**config.mk**
```make
export PLATFORM = sky130hd
export DESIGN_NAME = img_frame_arbiter
export DESIGN_NICKNAME = d
export VERILOG_FILES = /design/src/rtl/img_frame_arbiter.sv
export SDC_FILE = /design/constraint.sdc
export NUM_CORES = 1
export LEC_CHECK = 0
export ABC_AREA = 1
export BUFFER_PORTS_ARGS = -buffer_cell sky130_fd_sc_hd__clkbuf_2
export CAP_MARGIN = 30
export CORE_MARGIN = 2
export CORE_UTILIZATION = 45
export CTS_BUF_LIST = sky130_fd_sc_hd__clkbuf_2
export CTS_CLUSTER_SIZE = 8
export DETAILED_ROUTE_END_ITERATION = 12
export MAX_ROUTING_LAYER = met4
export PLACE_DENSITY = 0.65
export SLEW_MARGIN = 20
export SYNTH_ARGS = -nofsm -noshare
export SYNTH_HDL_FRONTEND = slang
export SYNTH_SLANG_ARGS = --single-unit
```
**constraint.sdc**
```tcl
create_clock -name clk -period 3 [get_ports clk]
set_input_delay 0.15 -clock clk [delete_from_list [all_inputs] [get_ports clk]]
set_output_delay 0.15 -clock clk [all_outputs]
set_load 0.05 [all_outputs]
```
**src/rtl/img_frame_arbiter.sv**
```systemverilog
// Two-source frame arbiter: grants the shared processing core to one camera
// stream for a whole frame, forwards it with one cycle of latency and checks its geometry.
module img_frame_arbiter #(
    parameter int IMG_HDISP = 512,
    parameter int IMG_VDISP = 512
) (
    input  logic        clk,
    input  logic        rst_n,
    input  logic [1:0]  src_en,
    input  logic        s0_vsync,
    input  logic        s0_href,
    input  logic [7:0]  s0_gray,
    input  logic        s1_vsync,
    input  logic        s1_href,
    input  logic [7:0]  s1_gray,
    output logic        m_vsync,
    output logic        m_href,
    output logic [7:0]  m_gray,
    output logic [1:0]  grant,
    output logic        frame_done,
    output logic        frame_err,
    output logic [15:0] frame_cnt
);

    typedef enum logic [1:0] {
        IDLE   = 2'd0,
        GRANT0 = 2'd1,
        GRANT1 = 2'd2
    } state_e;

    localparam logic [15:0] HDISP = 16'(IMG_HDISP);
    localparam logic [15:0] VDISP = 16'(IMG_VDISP);

    state_e      state_q, state_d;
    logic [1:0]  vsync_r_q;
    logic        rr_q, rr_d;            // 1: source 1 wins a simultaneous start
    logic        m_vsync_q, m_vsync_d;
    logic        m_href_q, m_href_d;
    logic [7:0]  m_gray_q, m_gray_d;
    logic        done_q, done_d;
    logic        err_q, err_d;
    logic [15:0] cnt_q, cnt_d;
    logic [15:0] pix_q, pix_d;
    logic [15:0] line_q, line_d;
    logic        line_err_q, line_err_d;

    logic        sel_vsync, sel_href;
    logic        fs0, fs1, href_fall;
    logic [15:0] line_nx;
    logic        line_err_nx;

    always_comb begin
        sel_vsync   = (state_q == GRANT1) ? s1_vsync : s0_vsync;
        sel_href    = (state_q == GRANT1) ? s1_href  : s0_href;
        fs0         = s0_vsync & ~vsync_r_q[0] & src_en[0];
        fs1         = s1_vsync & ~vsync_r_q[1] & src_en[1];
        // m_href_q holds the granted source's href from the previous cycle
        href_fall   = m_href_q & ~sel_href;
        line_nx     = line_q + {15'd0, href_fall};
        line_err_nx = line_err_q | (href_fall & (pix_q != HDISP));

        state_d    = state_q;
        rr_d       = rr_q;
        done_d     = 1'b0;
        err_d      = 1'b0;
        cnt_d      = cnt_q;
        pix_d      = pix_q;
        line_d     = line_q;
        line_err_d = line_err_q;

        case (state_q)
            IDLE: begin
                if (fs0 && (!fs1 || !rr_q)) begin
                    state_d = GRANT0;
                    rr_d    = 1'b1;
                end else if (fs1) begin
                    state_d = GRANT1;
                    rr_d    = 1'b0;
                end
                if (state_d != IDLE) begin
                    pix_d      = 16'd0;
                    line_d     = 16'd0;
                    line_err_d = 1'b0;
                end
            end
            GRANT0, GRANT1: begin
                if (!sel_vsync) begin
                    state_d = IDLE;
                    done_d  = 1'b1;
                    err_d   = line_err_nx | (line_nx != VDISP) | sel_href;
                    cnt_d   = cnt_q + 16'd1;
                end else begin
                    if (href_fall) begin
                        pix_d = 16'd0;
                    end else if (sel_href) begin
                        pix_d = pix_q + 16'd1;
                    end
                    line_d     = line_nx;
                    line_err_d = line_err_nx;
                end
            end
            default: state_d = IDLE;
        endcase

        // Output stage follows the next state so grant and data switch together
        m_vsync_d = 1'b0;
        m_href_d  = 1'b0;
        m_gray_d  = 8'h00;
        if (state_d == GRANT0) begin
            m_vsync_d = s0_vsync;
            m_href_d  = s0_href;
            m_gray_d  = s0_href ? s0_gray : 8'h00;
        end else if (state_d == GRANT1) begin
            m_vsync_d = s1_vsync;
            m_href_d  = s1_href;
            m_gray_d  = s1_href ? s1_gray : 8'h00;
        end
    end

    always_ff @(posedge clk) begin
        if (!rst_n) begin
            state_q    <= IDLE;
            vsync_r_q  <= 2'b11;
            rr_q       <= 1'b0;
            m_vsync_q  <= 1'b0;
            m_href_q   <= 1'b0;
            m_gray_q   <= 8'h00;
            done_q     <= 1'b0;
            err_q      <= 1'b0;
            cnt_q      <= 16'd0;
            pix_q      <= 16'd0;
            line_q     <= 16'd0;
            line_err_q <= 1'b0;
        end else begin
            state_q    <= state_d;
            vsync_r_q  <= {s1_vsync, s0_vsync};
            rr_q       <= rr_d;
            m_vsync_q  <= m_vsync_d;
            m_href_q   <= m_href_d;
            m_gray_q   <= m_gray_d;
            done_q     <= done_d;
            err_q      <= err_d;
            cnt_q      <= cnt_d;
            pix_q      <= pix_d;
            line_q     <= line_d;
            line_err_q <= line_err_d;
        end
    end

    assign m_vsync    = m_vsync_q;
    assign m_href     = m_href_q;
    assign m_gray     = m_gray_q;
    assign grant      = {state_q == GRANT1, state_q == GRANT0};
    assign frame_done = done_q;
    assign frame_err  = err_q;
    assign frame_cnt  = cnt_q;

endmodule

```
## Yosys cells after proc, flatten, opt, wreduce, memory -nomap -nowiden

Cells that the tools add are included.

| cells by class | value |
|---|---|
| $add $sub $neg | 3 |
| equal/unequal tests | 9 |
| mux-type cells | 28 |
| bitwise gates (word level) | 15 |
| reduce and logical (&&, ||, !) cells | 15 |

Operators by type and width:

| operator | count |
|---|---|
| 2-to-1 mux 16 bit | 5 |
| one-hot mux 16 bit (2 select lines) | 2 |
| adder 16 x 1 -> 16 bit (second input constant) | 2 |
| 2-to-1 mux 8 bit | 4 |
| != test 16 x 10 -> 1 bit (second input constant) | 2 |
| adder 16 x 1 -> 16 bit | 1 |
| 2-to-1 mux 1 bit | 11 |
| 2-to-1 mux 2 bit | 4 |
| AND 1 bit | 6 |
| inverter 1 bit | 6 |
| AND reduction 2 bit | 3 |
| nonzero test 2 bit | 3 |
| == test 2 x 1 -> 1 bit (second input constant) | 2 |
| == test 2 bit (second input constant) | 2 |
| != test 2 bit (second input constant) | 2 |
| one-hot mux 2 bit (2 select lines) | 1 |
| AND reduction 4 bit | 1 |
| != test 3 bit (second input constant) | 1 |
| bitwise OR 1 bit | 3 |
| AND reduction 3 bit | 1 |
| OR reduction 3 bit | 1 |
| logical NOT 1 bit | 2 |
| logical NOT 2 bit | 1 |
| one-hot mux 1 bit (2 select lines) | 1 |
| other kinds (3) | 3 |

| word-level totals | value |
|---|---|
| register bits after elaboration | 66 |
| input port bits | 24 |
| output and inout port bits | 30 |
| logic and storage cells | 82 |

## Logic depth before layout (Yosys ltp)

Gate-level depths: netlist of the first run.

| depth | value |
|---|---|
| depth after elaboration | 12 |
| gate-level depth with buffers | 19 |
| depth with buffers taken out | 19 |

## Worst setup path before layout of the first run

OpenSTA, ideal clock, no wires.

| timing | value |
|---|---|
| path type | flip-flop to flip-flop |
| from | register state_q[0] |
| to | register err_q, in the netlist frame_err |
| library setup time | 111 ps |
| data arrival time | 2512 ps |
| required time | 2889 ps |
| path slack | 377 ps |
| cell stages (with the launch flop) | 20 |
| path buffers | 0 |
| clock period less this slack | 2623 ps |
| cell sequence | dfxtp_1 -> inv_1 -> ha_1 -> inv_1 -> nand2_1 -> nand3_1 -> inv_1 -> ha_1 -> ha_1 -> nand2_1 -> nor2_1 -> nand2_1 -> nand2_1 -> nand2_1 -> nor2_1 -> nand2_1 -> nor2_1 -> nand2_1 -> nor2_1 -> nor2_1 |

| between the ends | value |
|---|---|
| word-level cells in the longest chain between the ends | 8 |

RTL lines:

| element | line | source |
|---|---|---|
| start, declared | 34 | `state_e state_q, state_d;` |
| start signal, assigned | 135 | `state_q <= state_d;` |
| == test 2 bit * | - |  |
| via grant[1] | 19 | `output logic [1:0] grant,` |
| 2-to-1 mux 1 bit | 54 | `sel_href = (state_q == GRANT1) ? s1_href : s0_href;` |
| inverter 1 bit | 58 | `href_fall = m_href_q & ~sel_href;` |
| AND 1 bit | 58 |  |
| adder 16 x 1 -> 16 bit or AND 1 bit (tied branches) | 59, 60 |  |
| != test 16 x 10 -> 1 bit or bitwise OR 1 bit (tied branches) | 90, 60 |  |
| bitwise OR 1 bit (2 in a row) | 90 | `err_d = line_err_nx \| (line_nx != VDISP) \| sel_href;` |
| end signal, assigned | 142 | `err_q <= err_d;` |
| end, declared | 41 | `logic err_q, err_d;` |

Mark *: on every way through the listed nets, which the timed path passes. The rest lies on a longest branch.
A chain may end at the register's enable or synchronous reset.

## Worst setup path in the final report of the first run

| timing | value |
|---|---|
| from | register state_q[0] |
| to | register err_q, in the netlist frame_err |

| between the ends | value |
|---|---|
| word-level cells in the longest chain between the ends | 8 |

RTL lines:

| element | line |
|---|---|
| == test 2 bit | 53, 54, 71 |
| 2-to-1 mux 1 bit | 54 |
| inverter 1 bit | 58 |
| AND 1 bit | 58 |
| adder 16 x 1 -> 16 bit or AND 1 bit (tied branches) | 59, 60 |
| != test 16 x 10 -> 1 bit or bitwise OR 1 bit (tied branches) | 90, 60 |
| bitwise OR 1 bit (2 in a row) | 90 |

Parallel ways exist; a longest one is shown, timed or not.

==> out/summary.txt, run 1 <==
Share of layout cells above drive strength 1: 13.2%
HPWL reported at the end of detailed placement: 6.52 mm
Vias in the first global route: 3635
DRC viols: 0
Synth Net Count: 623
Slew Viols, Final: 0
Startpoint types: flip-flop
TNS Setup: 0 ps
DRT Wirelength: 9.11 mm
Max clock buf depth: 2
Die ar.: 0.00925 sq mm
Synth Cell Area: 0.00382 sq mm
Hold_ws: 43.1 ps
Tot Pwr: 1.76 mW
Synthesized area per cell: 6.48 sq um
Worst VDD drop: 0.210 mV
DRT iter0 DRCs: 165
Hold Vio Cnt, Final: 0
GRT Total Usage: 22.5%
Post-synth cell types: 34
WP data arrival: 3060 ps
Row count: 33
Port bufs: 53
Clock root buffer: clkbuf_2
Dominant synthesized flop cell: dfxtp_1
Top Ports: 54
Die outline width: 96.2 um
Overflow after GRT: 0
Slew margin rel.: 52.1%
Initial Util: 46.6%
Worst-skew pair later-pin latency: 490 ps
First-pass GRT wire length: 16.1 mm
Initial antenna violation count: 0
WL/cell: 11.9 um
P_leak: 1.86 nW
Post-Synthesis Cells: 590
Worst Tran Pin Value: 718 ps
Kind of end point of the critical path: flip-flop
Post-synth EDFFs: 0
Reg clk slew, reported paths: 190 ps
Max FO, Critical Path: 5
Status: finished, final reports clean
PD cells: 395 mW/mm^2
# setup viols final: 0
Clk sinks: 66
RSZ-0062 raised after global routing: no
Max cap viols: 0
Nets: 690
Antenna Nets Post-Route: 0
CP Class: flip-flop to flip-flop
Fmax: 0.380 GHz
Worst endpoint required time: 3420 ps
Ys async rst share: 0%
TritonCTS buffer count: 9
Placer Congestion: 0.905
Die Span Y: 96.2 um
Synth Warn #: 0
Total number of vias: 3819
Register area share after synthesis: 34.5%
First-pass iteration count of the detailed router: 5
Final min period: 2630 ps
Clock Skews: 21.2 ps
#FFs+latches synth: 66
Vias per std cell: 4.99
Fin util: 54.2%
H-Tree Depth: 3
CTS tree: done
Worst hold path type: input pin to flip-flop
Ant. Diodes: 0
Final period util: 87.8%
Syn-to-layout area delta: 16.5%
Largest net degree at the start of global routing: 25
Core Area: 0.00822 sq mm
## placed cells by master, fill, tap and decap left out, types with 2 or more instances in the layout
| cell type | count |
|---|---|
| clkinv_1 | 2 |
| and2_1 | 2 |
| dfxtp_1 | 66 |
| nor3_1 | 11 |
| buf_4 | 2 |
| nand3b_1 | 20 |
| nand2_4 | 3 |
| nor2_4 | 4 |
| o21bai_1 | 4 |
| clkinvlp_4 | 2 |
| clkbuf_2 | 62 |
| inv_2 | 3 |
| ha_1 | 9 |
| nand2_1 | 166 |
| nand3_1 | 37 |
| nor2_1 | 73 |
| a21oi_2 | 2 |
| a31oi_1 | 3 |
| nand3_2 | 2 |
| o21ai_0 | 26 |
| inv_1 | 63 |
| dlygate4sd3_1 | 19 |
| bufinv_16 | 2 |
| nand4_1 | 10 |
| xor2_1 | 6 |
| a21oi_1 | 52 |
## sequential cells by signal (all words and copies together), names as in the netlist
register and count:
frame_done 1, rr_q 1, m_gray 8, pix_q 16, m_href 1, frame_err 1
line_err_q 1, frame_cnt 16, line_q 16, state_q 2, vsync_r_q 2, m_vsync 1
## cells by family (layout without fill, tap and decap cells)
family          after synthesis  after routing  share of synthesized area (%)
compound gates               89             89                           12.4
xor+xnor                      7              7                           1.60
fa+ha+maj                     9              9                           2.94
buf+inv                      85            156                           9.32
flops                        66             66                           34.5
simple gates                334            334                           39.2
## timing repair
item                      4_1_cts  5_1_grt
hold endpoints to repair       12        0
gates resized for setup         0        0
hold buffers                   19        0
setup buffers                   0        0
## worst max-delay path, stage by stage, from the launching register on
cell and delay [ps]:
dfxtp_1 450, inv_1 80, ha_1 270, nand2_1 130
nand3_1 140, inv_1 130, ha_1 200, ha_1 250
nand3_1 170, nor2_1 210, nand3_1 90, nand2_1 70
nand2_1 60, nor2_1 90, nand3_1 80, nor2_1 110
nor2_1 40
## per-stage QoR
step           cells  area [sq um]  worst slack (ps)
4_1_cts          766          4450               400
6_report         766          4450               365
3_5_place_dp     732          4140               403
2_1_floorplan    590          3820               377
5_1_grt          766          4450              7.83
3_3_place_gp     732          4140               532
## final timing paths
check,startpoint,end,slack (ps),depth (start not counted)
max,state_q[0],frame_err,370,16
min,src_en[1],rr_q,40,4
max reg2reg,state_q[0],frame_err,370,16
min reg2reg,line_q[0],line_q[0],490,2
## power breakdown
| part | internal [mW] | total [mW] | switching, mW | leakage (nW) |
|---|---|---|---|---|
| Sequential | 0.897 | 0.914 | 0.0162 | 0.534 |
| Combinational | 0.0828 | 0.253 | 0.170 | 1.25 |
| Clock | 0.265 | 0.594 | 0.329 | 0.0691 |
## synth_stat cells, types with 2 or more instances
library cell,n,area (sq um)
xor2_1,6,52.6
nor2_1,73,274
nand2_1,166,623
buf_4,2,15.0
a31oi_1,3,18.8
inv_1,63,236
o21bai_1,4,30.0
nand3b_1,20,150
nand3_2,2,20.0
inv_2,3,11.3
clkbuf_1,6,22.5
nand3_1,37,185
buf_6,2,22.5
buf_2,8,40.0
dfxtp_1,66,1320
nand4_1,10,62.6
ha_1,9,113
and2_1,2,12.5
nor3_1,11,55.1
a21oi_1,52,260
nor2_4,4,45.0
nand2_4,3,33.8
o21ai_0,26,130
a21oi_2,2,17.5
## area by class of cell
class	instances	area, sq um
Inverter	67	256
Timing Repair Buffer	74	470
Clock buffer	9	45.0
Fill cell	820	3760
Tap cell	105	131
Clock inverter	6	82.6
Multi-Input combinational cell	439	2150
Sequential cell	66	1320
## layer usage
layer  part of all wire (%)  track usage (%)
met5                      0                -
met4                    2.3             9.76
met3                    3.3             3.92
met2                     45             34.7
met1                     49             28.8
Note: power is estimated with default switching activity, not from simulation.
==> run 2: changes to the inputs <==
==> constraint.sdc (replaced) <==
create_clock -name clk -period 2.7 [get_ports clk]
set_input_delay 0.135 -clock clk [delete_from_list [all_inputs] [get_ports clk]]
set_output_delay 0.135 -clock clk [all_outputs]
set_load 0.05 [all_outputs]
==> run 2 against run 1 <==
Cell count rose by 0.39%. Combinational power increased by 13%. Global-route usage decreased by 0.35 points. Utilization up 0.52 points.
==> out/summary.txt, run 2 (synthesis gave the netlist of run 1 again) <==
DRC viols: 0
Largest net degree at the start of global routing: 25
Worst Tran Pin Value: 898 ps
TritonCTS buffer count: 9
Die ar.: 0.00925 sq mm
WL/cell: 12.1 um
Hold path start: s0_href
Fmax: 0.396 GHz
Pre-CTS WS: 104 ps
Clock Skews: 30.2 ps
First-pass iteration count of the detailed router: 5
Worst path bufs/invs: 2
GRT Total Usage: 22.1%
Kind of end point of the critical path: flip-flop
Slew Viols, Final: 0
Ant. Diodes: 0
Overflow after GRT: 0
Max FO, Critical Path: 10
Port bufs: 53
Reg2reg path depth: 8
Die outline width: 96.2 um
Reg power frac: 53.9%
Max clock buf depth: 2
HPWL reported at the end of detailed placement: 6.45 mm
FF-to-FF End: m_gray[1]
Hold Path Depth: 3
CP Cell Sequence: inv_1 -> ha_2 -> o21ai_2 -> nand3_1 -> a21oi_2 -> nand3b_1 -> a21oi_1 -> dlygate4sd3_1
# setup viols final: 0
Commonest non-fill, non-tap cell in the layout: nand2_1
Top Ports: 54
CTS tree: done
Filler instances: 833
Reg2reg start: state_q[0]
Initial antenna violation count: 0
TNS Setup: 0 ps
Commonest cells after routing, fill and taps aside: 166 x nand2_1, 71 x nor2_1, 65 x dfxtp_1
CP Class: flip-flop to flip-flop
Share of layout cells above drive strength 1: 15.2%
Placer Congestion: 0.898
Worst endpoint required time: 3160 ps
Initial Util: 46.6%
Nets: 692
H-Tree Depth: 3
Clock share of power: 31.0%
Vias per std cell: 5.02
Comb power frac: 15.1%
Row count: 33
Final min period: 2530 ps
Antenna Nets Post-Route: 0
Slew margin rel.: 40.1%
Sw Pwr: 0.576 mW
CP max-delay cell: dlygate4sd3_1
Tot Pwr: 1.89 mW
Reg clk slew, reported paths: 200 ps
Worst Hold End: m_href
WP data arrival: 2990 ps
Fin util: 54.7%
Total number of vias: 3863
Core Area: 0.00822 sq mm
DRT iter0 DRCs: 151
Pint: 1.31 mW
CP delay by family, top: compound AO/OA/AOI/OAI gates
Max cap viols: 0
First-pass GRT wire length: 15.8 mm
Status: finished, final reports clean
Hold Vio Cnt, Final: 0
Clk sinks: 66
Clock root buffer: clkbuf_2
Worst Setup SP: state_q[0]
PD cells: 419 mW/mm^2
Syn-to-layout area delta: 17.6%
Vias in the first global route: 3605
Die Span Y: 96.2 um
Worst hold path type: input pin to flip-flop
Startpoint types: flip-flop
Final period util: 93.6%
CP max stage delay: 580 ps
Hold_ws: 46.6 ps
PnR worst setup slack: 173 ps
P_leak: 1.85 nW
Worst-skew pair later-pin latency: 500 ps
Sw Share: 30.5%
Worst VDD drop: 0.195 mV
R2r setup slk: 170 ps
DRT Wirelength: 9.31 mm
FF+latch area: 0.00132 sq mm
Footprint of the multi-input gates: 0.00219 sq mm
==> run 2: stage by stage <==
step | cells | cell area (sq um)
2_1_floorplan | 590 | 3820
3_3_place_gp | 733 | 4140
3_5_place_dp | 733 | 4140
4_1_cts | 769 | 4450
5_1_grt | 769 | 4500
6_report | 769 | 4500
==> run 2: power groups by stage <==
stage          sequential (mW)  clock, mW  combinational (mW)
6_report                  1.02      0.584               0.286
4_1_cts                   1.02      0.605               0.285
5_1_grt                   1.02      0.642               0.319
3_5_place_dp              1.04          0               0.266
3_3_place_gp              1.03          0               0.262
2_1_floorplan             1.05          0               0.188
==> run 2: cell type report <==
class	instances	share of cell area, %
multi-input cells	439	48.7
flip-flops and latches	66	29.4
repair buffers	76	10.9
inverters	67	5.70
well taps	105	2.92
clock buffers	11	1.22
clock inverters	5	1.22
==> run 2: routing by layer <==
| layer | share of wire, % | up-vias | GRT usage [%] |
|---|---|---|---|
| li1 | - | 2031 | - |
| met1 | 48 | 1739 | 27.9 |
| met2 | 47 | 81 | 35.8 |
| met3 | 4.2 | 12 | 3.99 |
| met4 | 1.3 | 0 | 7.02 |
| met5 | 0 | - | - |
==> run 2: worst max path at each step <==
stage                           end  slack [ps]  cells past startpoint
after detailed placement  frame_err         100                     18
after global routing      frame_err         -30                     19
after CTS                 frame_err          70                     18
after global placement    frame_err         230                     18
after floorplan           frame_err          80                     19
final                     m_gray[1]         170                      8
==> run 2: worst register-to-register path, delay by kind of cell (launching register included) <==
kind | cells | cell delay [ps]
adder cells (fa/ha/maj) | 1 | 220
AO/OA/AOI/OAI | 3 | 910
buffers and inverters | 2 | 660
flip-flops | 1 | 410
AND/OR/NAND/NOR | 2 | 300
==> run 2: timing repair <==
action	CTS	global route
gates resized for setup	0	13
buffers inserted	0	0
endpoints found under the hold margin	12	0
setup endpoints to repair	0	13
hold buffers	20	0
